`config.mk`:
```
export PLATFORM = sky130hd
export DESIGN_NAME = turn_ctrl_flat
export DESIGN_NICKNAME = d
export VERILOG_FILES = /design/src/rtl/turn_ctrl_if.sv /design/src/rtl/turn_ctrl.sv /design/src/flat_wrapper.sv
export SDC_FILE = /design/constraint.sdc
export NUM_CORES = 1
export LEC_CHECK = 0
export CAP_MARGIN = 20
export CORE_ASPECT_RATIO = 1.5
export CORE_MARGIN = 5
export CORE_UTILIZATION = 25
export CTS_BUF_LIST = sky130_fd_sc_hd__clkbuf_8
export CTS_CLUSTER_DIAMETER = 80
export DETAILED_ROUTE_END_ITERATION = 10
export GPL_TIMING_DRIVEN = 0
export MAX_ROUTING_LAYER = met4
export SYNTH_ARGS = -nofsm -noshare
export SYNTH_HDL_FRONTEND = slang
export SYNTH_SLANG_ARGS = --single-unit
```
`constraint.sdc`:
```
create_clock -name clk -period 1.7 [get_ports clk]
set_clock_uncertainty 0.05 [all_clocks]
set_input_delay 0.425 -clock clk [delete_from_list [all_inputs] [get_ports clk]]
set_output_delay 0.425 -clock clk [all_outputs]
set_load 0.03 [all_outputs]
```
`src/rtl/turn_ctrl_if.sv`:
```
// Player-side bundle for the tic-tac-toe sequencer: move requests in,
// acknowledges, coordinate-register write port and board/status out.
interface turn_ctrl_if;
  logic       new_game;
  logic       p1_req;
  logic [3:0] p1_coord;
  logic       p2_req;
  logic [3:0] p2_coord;
  logic       p1_ack;
  logic       p2_ack;
  logic       reject;
  logic       timeout;
  logic       coord_we;
  logic [3:0] coord_out;
  logic [8:0] p1_cells;
  logic [8:0] p2_cells;
  logic       turn;
  logic       game_over;
  logic [1:0] winner;

  modport master (
    output new_game, p1_req, p1_coord, p2_req, p2_coord,
    input  p1_ack, p2_ack, reject, timeout, coord_we, coord_out,
    input  p1_cells, p2_cells, turn, game_over, winner
  );

  modport slave (
    input  new_game, p1_req, p1_coord, p2_req, p2_coord,
    output p1_ack, p2_ack, reject, timeout, coord_we, coord_out,
    output p1_cells, p2_cells, turn, game_over, winner
  );
endinterface

```
`src/rtl/turn_ctrl.sv`:
```
// Two-player tic-tac-toe turn sequencer: arbitrates and validates moves,
// drives the coordinate register write port, tracks the board and detects win/draw.
module turn_ctrl #(
  parameter int unsigned FIRST_PLAYER   = 0,
  parameter int unsigned TIMEOUT_CYCLES = 0,
  parameter int unsigned CNT_W          = 24
) (
  input  logic        clk,
  input  logic        rst_n,
  turn_ctrl_if.slave  bus
);

  typedef enum logic [1:0] {StWait, StCommit, StCheck, StOver} state_e;

  localparam logic             FirstTurn = (FIRST_PLAYER != 0);
  localparam logic [CNT_W-1:0] CntLast   = CNT_W'(TIMEOUT_CYCLES - 1);

  state_e           state_q, state_d;
  logic             turn_q, turn_d;
  logic [8:0]       p1_cells_q, p1_cells_d;
  logic [8:0]       p2_cells_q, p2_cells_d;
  logic [1:0]       winner_q, winner_d;
  logic [3:0]       coord_q, coord_d;
  logic [CNT_W-1:0] cnt_q, cnt_d;
  logic             reject_q, reject_d;
  logic             timeout_q, timeout_d;

  logic             cur_req;
  logic [3:0]       cur_coord;
  logic [8:0]       occ;
  logic [15:0]      occ_ext;
  logic             valid;
  logic [8:0]       mover_mask;

  function automatic logic line_done(input logic [8:0] m);
    return (m[0] & m[1] & m[2]) | (m[3] & m[4] & m[5]) | (m[6] & m[7] & m[8]) |
           (m[0] & m[3] & m[6]) | (m[1] & m[4] & m[7]) | (m[2] & m[5] & m[8]) |
           (m[0] & m[4] & m[8]) | (m[2] & m[4] & m[6]);
  endfunction

  // Only the player whose turn it is gets looked at; the other is ignored silently.
  assign cur_req    = turn_q ? bus.p2_req : bus.p1_req;
  assign cur_coord  = turn_q ? bus.p2_coord : bus.p1_coord;
  assign occ        = p1_cells_q | p2_cells_q;
  assign occ_ext    = {7'b0, occ};
  assign valid      = cur_req && (cur_coord <= 4'd8) && !occ_ext[cur_coord];
  assign mover_mask = turn_q ? p2_cells_q : p1_cells_q;

  always_comb begin
    state_d    = state_q;
    turn_d     = turn_q;
    p1_cells_d = p1_cells_q;
    p2_cells_d = p2_cells_q;
    winner_d   = winner_q;
    coord_d    = coord_q;
    cnt_d      = cnt_q;
    reject_d   = 1'b0;
    timeout_d  = 1'b0;

    if (bus.new_game) begin
      // Leaving COMMIT here aborts the move before its mask bit is written.
      state_d    = StWait;
      turn_d     = FirstTurn;
      p1_cells_d = '0;
      p2_cells_d = '0;
      winner_d   = 2'b00;
      coord_d    = '0;
      cnt_d      = '0;
    end else begin
      case (state_q)
        StWait: begin
          if (valid) begin
            coord_d = cur_coord;
            state_d = StCommit;
          end else begin
            reject_d = cur_req;
            if (TIMEOUT_CYCLES != 0) begin
              if (cnt_q == CntLast) begin
                timeout_d = 1'b1;
                turn_d    = ~turn_q;
                cnt_d     = '0;
              end else begin
                cnt_d = cnt_q + 1'b1;
              end
            end
          end
        end
        StCommit: begin
          if (turn_q) p2_cells_d = p2_cells_q | (9'd1 << coord_q);
          else        p1_cells_d = p1_cells_q | (9'd1 << coord_q);
          state_d = StCheck;
        end
        StCheck: begin
          if (line_done(mover_mask)) begin
            winner_d = turn_q ? 2'b10 : 2'b01;
            state_d  = StOver;
          end else if (&occ) begin
            winner_d = 2'b11;
            state_d  = StOver;
          end else begin
            turn_d  = ~turn_q;
            cnt_d   = '0;
            state_d = StWait;
          end
        end
        StOver:  state_d = StOver;
        default: state_d = StWait;
      endcase
    end
  end

  always_ff @(posedge clk or negedge rst_n) begin
    if (!rst_n) begin
      state_q    <= StWait;
      turn_q     <= FirstTurn;
      p1_cells_q <= '0;
      p2_cells_q <= '0;
      winner_q   <= 2'b00;
      coord_q    <= '0;
      cnt_q      <= '0;
      reject_q   <= 1'b0;
      timeout_q  <= 1'b0;
    end else begin
      state_q    <= state_d;
      turn_q     <= turn_d;
      p1_cells_q <= p1_cells_d;
      p2_cells_q <= p2_cells_d;
      winner_q   <= winner_d;
      coord_q    <= coord_d;
      cnt_q      <= cnt_d;
      reject_q   <= reject_d;
      timeout_q  <= timeout_d;
    end
  end

  // Write enable and acks decode from state, so reset drops them immediately.
  assign bus.coord_we  = (state_q == StCommit);
  assign bus.p1_ack    = (state_q == StCommit) && !turn_q;
  assign bus.p2_ack    = (state_q == StCommit) && turn_q;
  assign bus.game_over = (state_q == StOver);
  assign bus.reject    = reject_q;
  assign bus.timeout   = timeout_q;
  assign bus.coord_out = coord_q;
  assign bus.p1_cells  = p1_cells_q;
  assign bus.p2_cells  = p2_cells_q;
  assign bus.turn      = turn_q;
  assign bus.winner    = winner_q;

endmodule
```
`src/flat_wrapper.sv`:
```
// flat-port wrapper written by rule: the top's interface ports become plain ports
module turn_ctrl_flat 
#(
  parameter int unsigned FIRST_PLAYER   = 0,
  parameter int unsigned TIMEOUT_CYCLES = 0,
  parameter int unsigned CNT_W          = 24
)
  (clk, rst_n, bus_new_game, bus_p1_req, bus_p1_coord, bus_p2_req, bus_p2_coord, bus_p1_ack, bus_p2_ack, bus_reject, bus_timeout, bus_coord_we, bus_coord_out, bus_p1_cells, bus_p2_cells, bus_turn, bus_game_over, bus_winner);
  turn_ctrl_if bus_i ();
  input  logic clk;
  input  logic rst_n;
  input wire logic [$bits(bus_i.new_game)-1:0] bus_new_game;
  input wire logic [$bits(bus_i.p1_req)-1:0] bus_p1_req;
  input wire logic [$bits(bus_i.p1_coord)-1:0] bus_p1_coord;
  input wire logic [$bits(bus_i.p2_req)-1:0] bus_p2_req;
  input wire logic [$bits(bus_i.p2_coord)-1:0] bus_p2_coord;
  output wire logic [$bits(bus_i.p1_ack)-1:0] bus_p1_ack;
  output wire logic [$bits(bus_i.p2_ack)-1:0] bus_p2_ack;
  output wire logic [$bits(bus_i.reject)-1:0] bus_reject;
  output wire logic [$bits(bus_i.timeout)-1:0] bus_timeout;
  output wire logic [$bits(bus_i.coord_we)-1:0] bus_coord_we;
  output wire logic [$bits(bus_i.coord_out)-1:0] bus_coord_out;
  output wire logic [$bits(bus_i.p1_cells)-1:0] bus_p1_cells;
  output wire logic [$bits(bus_i.p2_cells)-1:0] bus_p2_cells;
  output wire logic [$bits(bus_i.turn)-1:0] bus_turn;
  output wire logic [$bits(bus_i.game_over)-1:0] bus_game_over;
  output wire logic [$bits(bus_i.winner)-1:0] bus_winner;
  assign bus_i.new_game = bus_new_game;
  assign bus_i.p1_req = bus_p1_req;
  assign bus_i.p1_coord = bus_p1_coord;
  assign bus_i.p2_req = bus_p2_req;
  assign bus_i.p2_coord = bus_p2_coord;
  assign bus_p1_ack = bus_i.p1_ack;
  assign bus_p2_ack = bus_i.p2_ack;
  assign bus_reject = bus_i.reject;
  assign bus_timeout = bus_i.timeout;
  assign bus_coord_we = bus_i.coord_we;
  assign bus_coord_out = bus_i.coord_out;
  assign bus_p1_cells = bus_i.p1_cells;
  assign bus_p2_cells = bus_i.p2_cells;
  assign bus_turn = bus_i.turn;
  assign bus_game_over = bus_i.game_over;
  assign bus_winner = bus_i.winner;
  turn_ctrl #(.FIRST_PLAYER(FIRST_PLAYER), .TIMEOUT_CYCLES(TIMEOUT_CYCLES), .CNT_W(CNT_W)) u_core (.clk(clk), .rst_n(rst_n), .bus(bus_i));
endmodule
```
==> results.cfg <==
[clock_tree]
tritoncts = done
clkSlewWorstSetupHoldPaths_ps = 110
cts_sinks = 28
clkLatencyLatePin_ps = 290
cts.hold.buffers_added = 0
root_buffer = clkbuf_8
cts.htree.levels = 1
cts_buffers = 3
cts_buffer_depth = 2

[global_routing]
grt_pass1_wl_um = 8200
grt_usage_pct = 13.6
grt_max_degree = 19
grt_pass1_vias = 1632
grt_overflow = 0
antenna_found_initial = 0

[critical_path]
crit_path_start_kind = flip-flop
ff2ff_path_depth = 8
cp_max_fo = 6
required_ps = 1820
crit_arrival_ps = 2070
endpoint_kind = flip-flop
crit_type = reg2reg

[timing]
max_freq_mhz = 513
setup_viol = 15
finalMaxSlewViolations = 0
slew_headroom_pct = 54.7
hold_violations = 0
period_needed_ps = 1950
tightest_slew_ps = 677
fin_ws_ps = -250
min_period_over_period_pct = 115
rsz0062_at_grt = yes

[logic_synthesis]
yosys_warnings = 0
netlist_instances = 170
yosysSeqAreaShare_pct = 44.7
syn-num-nets = 183
synth_area_mm2 = 0.00157
synthDistinctLibCells = 37
synth_seq_cells = 28
synth.avg_cell_area_um2 = 9.22

[drt]
detail_route.wirelength_um = 5170
num_vias = 1576
wire_per_inst_um = 16.6
drc_errors = 0
vias_per_cell = 5.05
first_pass_iters = 4
postRouteAntennaNets = 0
drt_iter0_markers = 44

[worst_hold_path]
hold_path_class = in2async

[power]
fin_total_pwr_w = 0.00161
irDropWorstVdd_mv = 0.404
p_per_area_mw_per_mm2 = 646
leakage_nw = 1.16

[status]
status = finished, violations left
violations = setup timing

[floorplanning]
die_y_um = 107
die_area_mm2 = 0.00799
start_util_pct = 25.6
ioPinCount = 44
rows = 35
coreArea_mm2 = 0.00613
die_x_um = 74.7

[place]
io_buffers = 41
place_hpwl_um = 3620
place_area_mm2 = 0.00214
routabilityCongestion = 0.822

[final_layout]
drive_gt1_share_pct = 33.6
nets = 252
post-route-cell-area_mm2 = 0.00248
syn2layout_area_growth_pct = 58.5
nFillCells = 626
diodes = 0

[job]
cap_violations = 0
## sequential cells by signal, indices dropped and copies added, names as in the netlist
register              count
u_core.bus.p1_cells       9
u_core.bus.p2_cells       9
u_core.bus.coord_out      4
u_core.bus.winner         2
u_core.state_q            2
u_core.bus.reject         1
u_core.bus.turn           1
## metal layers
metal	track usage (%)	vias up	wire (um)
met3	1.69	9	281
met2	22.4	61	2670
met4	4.20	0	97
met5	-	-	0
li1	-	752	-
met1	17.3	754	2120
## cells in the final DEF, fill, tap and decap left out, drive strengths merged, types with 2 or more instances in the layout
master and instances:
a211oi 2, a21oi 20, a221oi 2, a22o 10
a22oi 5, a31oi 4, buf 30, clkbuf 9
clkdlybuf4s15 3, clkdlybuf4s50 5, dfrtp 28, dlygate4sd2 25
dlymetal6s2s 3, inv 3, mux2 2, mux2i 8
nand2 6, nand2b 3, nand3 2, nand3b 2
nor2 37, nor2b 5, nor3 6, o21ai 3
o22ai 2, or3 2
## where the power goes
part / leakage, nW / internal [W] / switching [W] / total (W)
clock network: 0.0357 / 0.000316 / 0.000228 / 0.000544
logic: 0.758 / 0.000166 / 0.000195 / 0.000361
registers: 0.365 / 0.000681 / 0.0000191 / 0.000700
## kinds of logic (layout without fill, tap and decap cells)
| family | Yosys count | count (layout) | share of synthesized area (%) |
|---|---|---|---|
| AND/OR/NAND/NOR | 68 | 68 | 20.7 |
| AO/OA/AOI/OAI | 52 | 52 | 23.3 |
| flip-flops | 28 | 28 | 44.7 |
| buffers and inverters | 11 | 79 | 3.75 |
| multiplexers | 10 | 10 | 7.34 |
| other | 1 | 1 | 0.239 |
## layout make-up
type	instances	area [um^2]	area share, %
Sequential cell	28	718	28.9
Tap cell	74	92.6	3.73
Clock buffer	3	41.3	1.66
Clock inverter	1	30.0	1.21
Buffer	8	55.1	2.22
Multi-Input combinational cell	131	948	38.2
Inverter	3	11.3	0.453
Timing Repair Buffer	64	588	23.7
## through the flow
step | hold WS (ps) | setup slack [ps] | cells | TNS (ps) | utilization (%)
after CTS | 501 | -260 | 303 | -1500 | 37.9
after detailed placement | 494 | -729 | 286 | -4460 | 34.8
after global placement | 490 | -717 | 285 | -14290 | 34.4
after global routing | 522 | -329 | 312 | -3100 | 40.5
after floorplan | 79.4 | -223 | 170 | -709 | -
final | 488 | -250 | 312 | -1550 | 40.5
## worst max-delay path, cell delays in order (launching register included)
cell	delay, ps
dfrtp_2	460
mux2i_4	200
buf_12	150
mux2i_4	190
a221oi_4	360
a21oi_4	120
buf_6	140
nand3b_1	80
o31ai_2	60
## final timing paths
check,from,to,slack [ps]
worst max-delay path,u_core.bus.turn,u_core.bus.coord_out[2],-250
worst min-delay path,rst_n,u_core.bus.coord_out[3],490
worst max register to register,u_core.bus.turn,u_core.bus.coord_out[2],-250
worst min register to register,u_core.bus.p2_cells[5],u_core.bus.p2_cells[5],520
max in group asynchronous,rst_n,u_core.bus.p2_cells[5],570
min in group clk,bus_new_game,u_core.state_q[1],510
## cells in the mapped netlist, drive strengths merged
library cell	n	area, um^2
nor2	37	139
dfrtp	28	701
a21oi	20	104
a22o	10	87.6
mux2i	8	92.6
nand2	6	22.5
nor3	6	30.0
a22oi	5	37.5
clkbuf	5	21.3
nor2b	5	31.3
a31oi	4	25.0
buf	3	26.3
inv	3	11.3
nand2b	3	18.8
o21ai	3	15.0
a211oi	2	15.0
a221oi	2	30.0
mux2	2	22.5
nand3	2	10.0
nand3b	2	15.0
o22ai	2	12.5
or3	2	17.5
a311oi	1	8.76
and2	1	6.26
conb	1	3.75
nor3b	1	12.5
nor4	1	6.26
nor4b	1	8.76
o2111ai	1	8.76
o31ai	1	12.5
o32ai	1	8.76
or2	1	6.26
## repair_timing
item	4_1_cts	5_1_grt
pin swaps	7	5
endpoints found under the hold margin	0	0
setup endpoints to repair	41	27
resized for setup	70	26
gates cloned	1	0
buffers inserted	12	10
(Power assumes the default switching activity.)
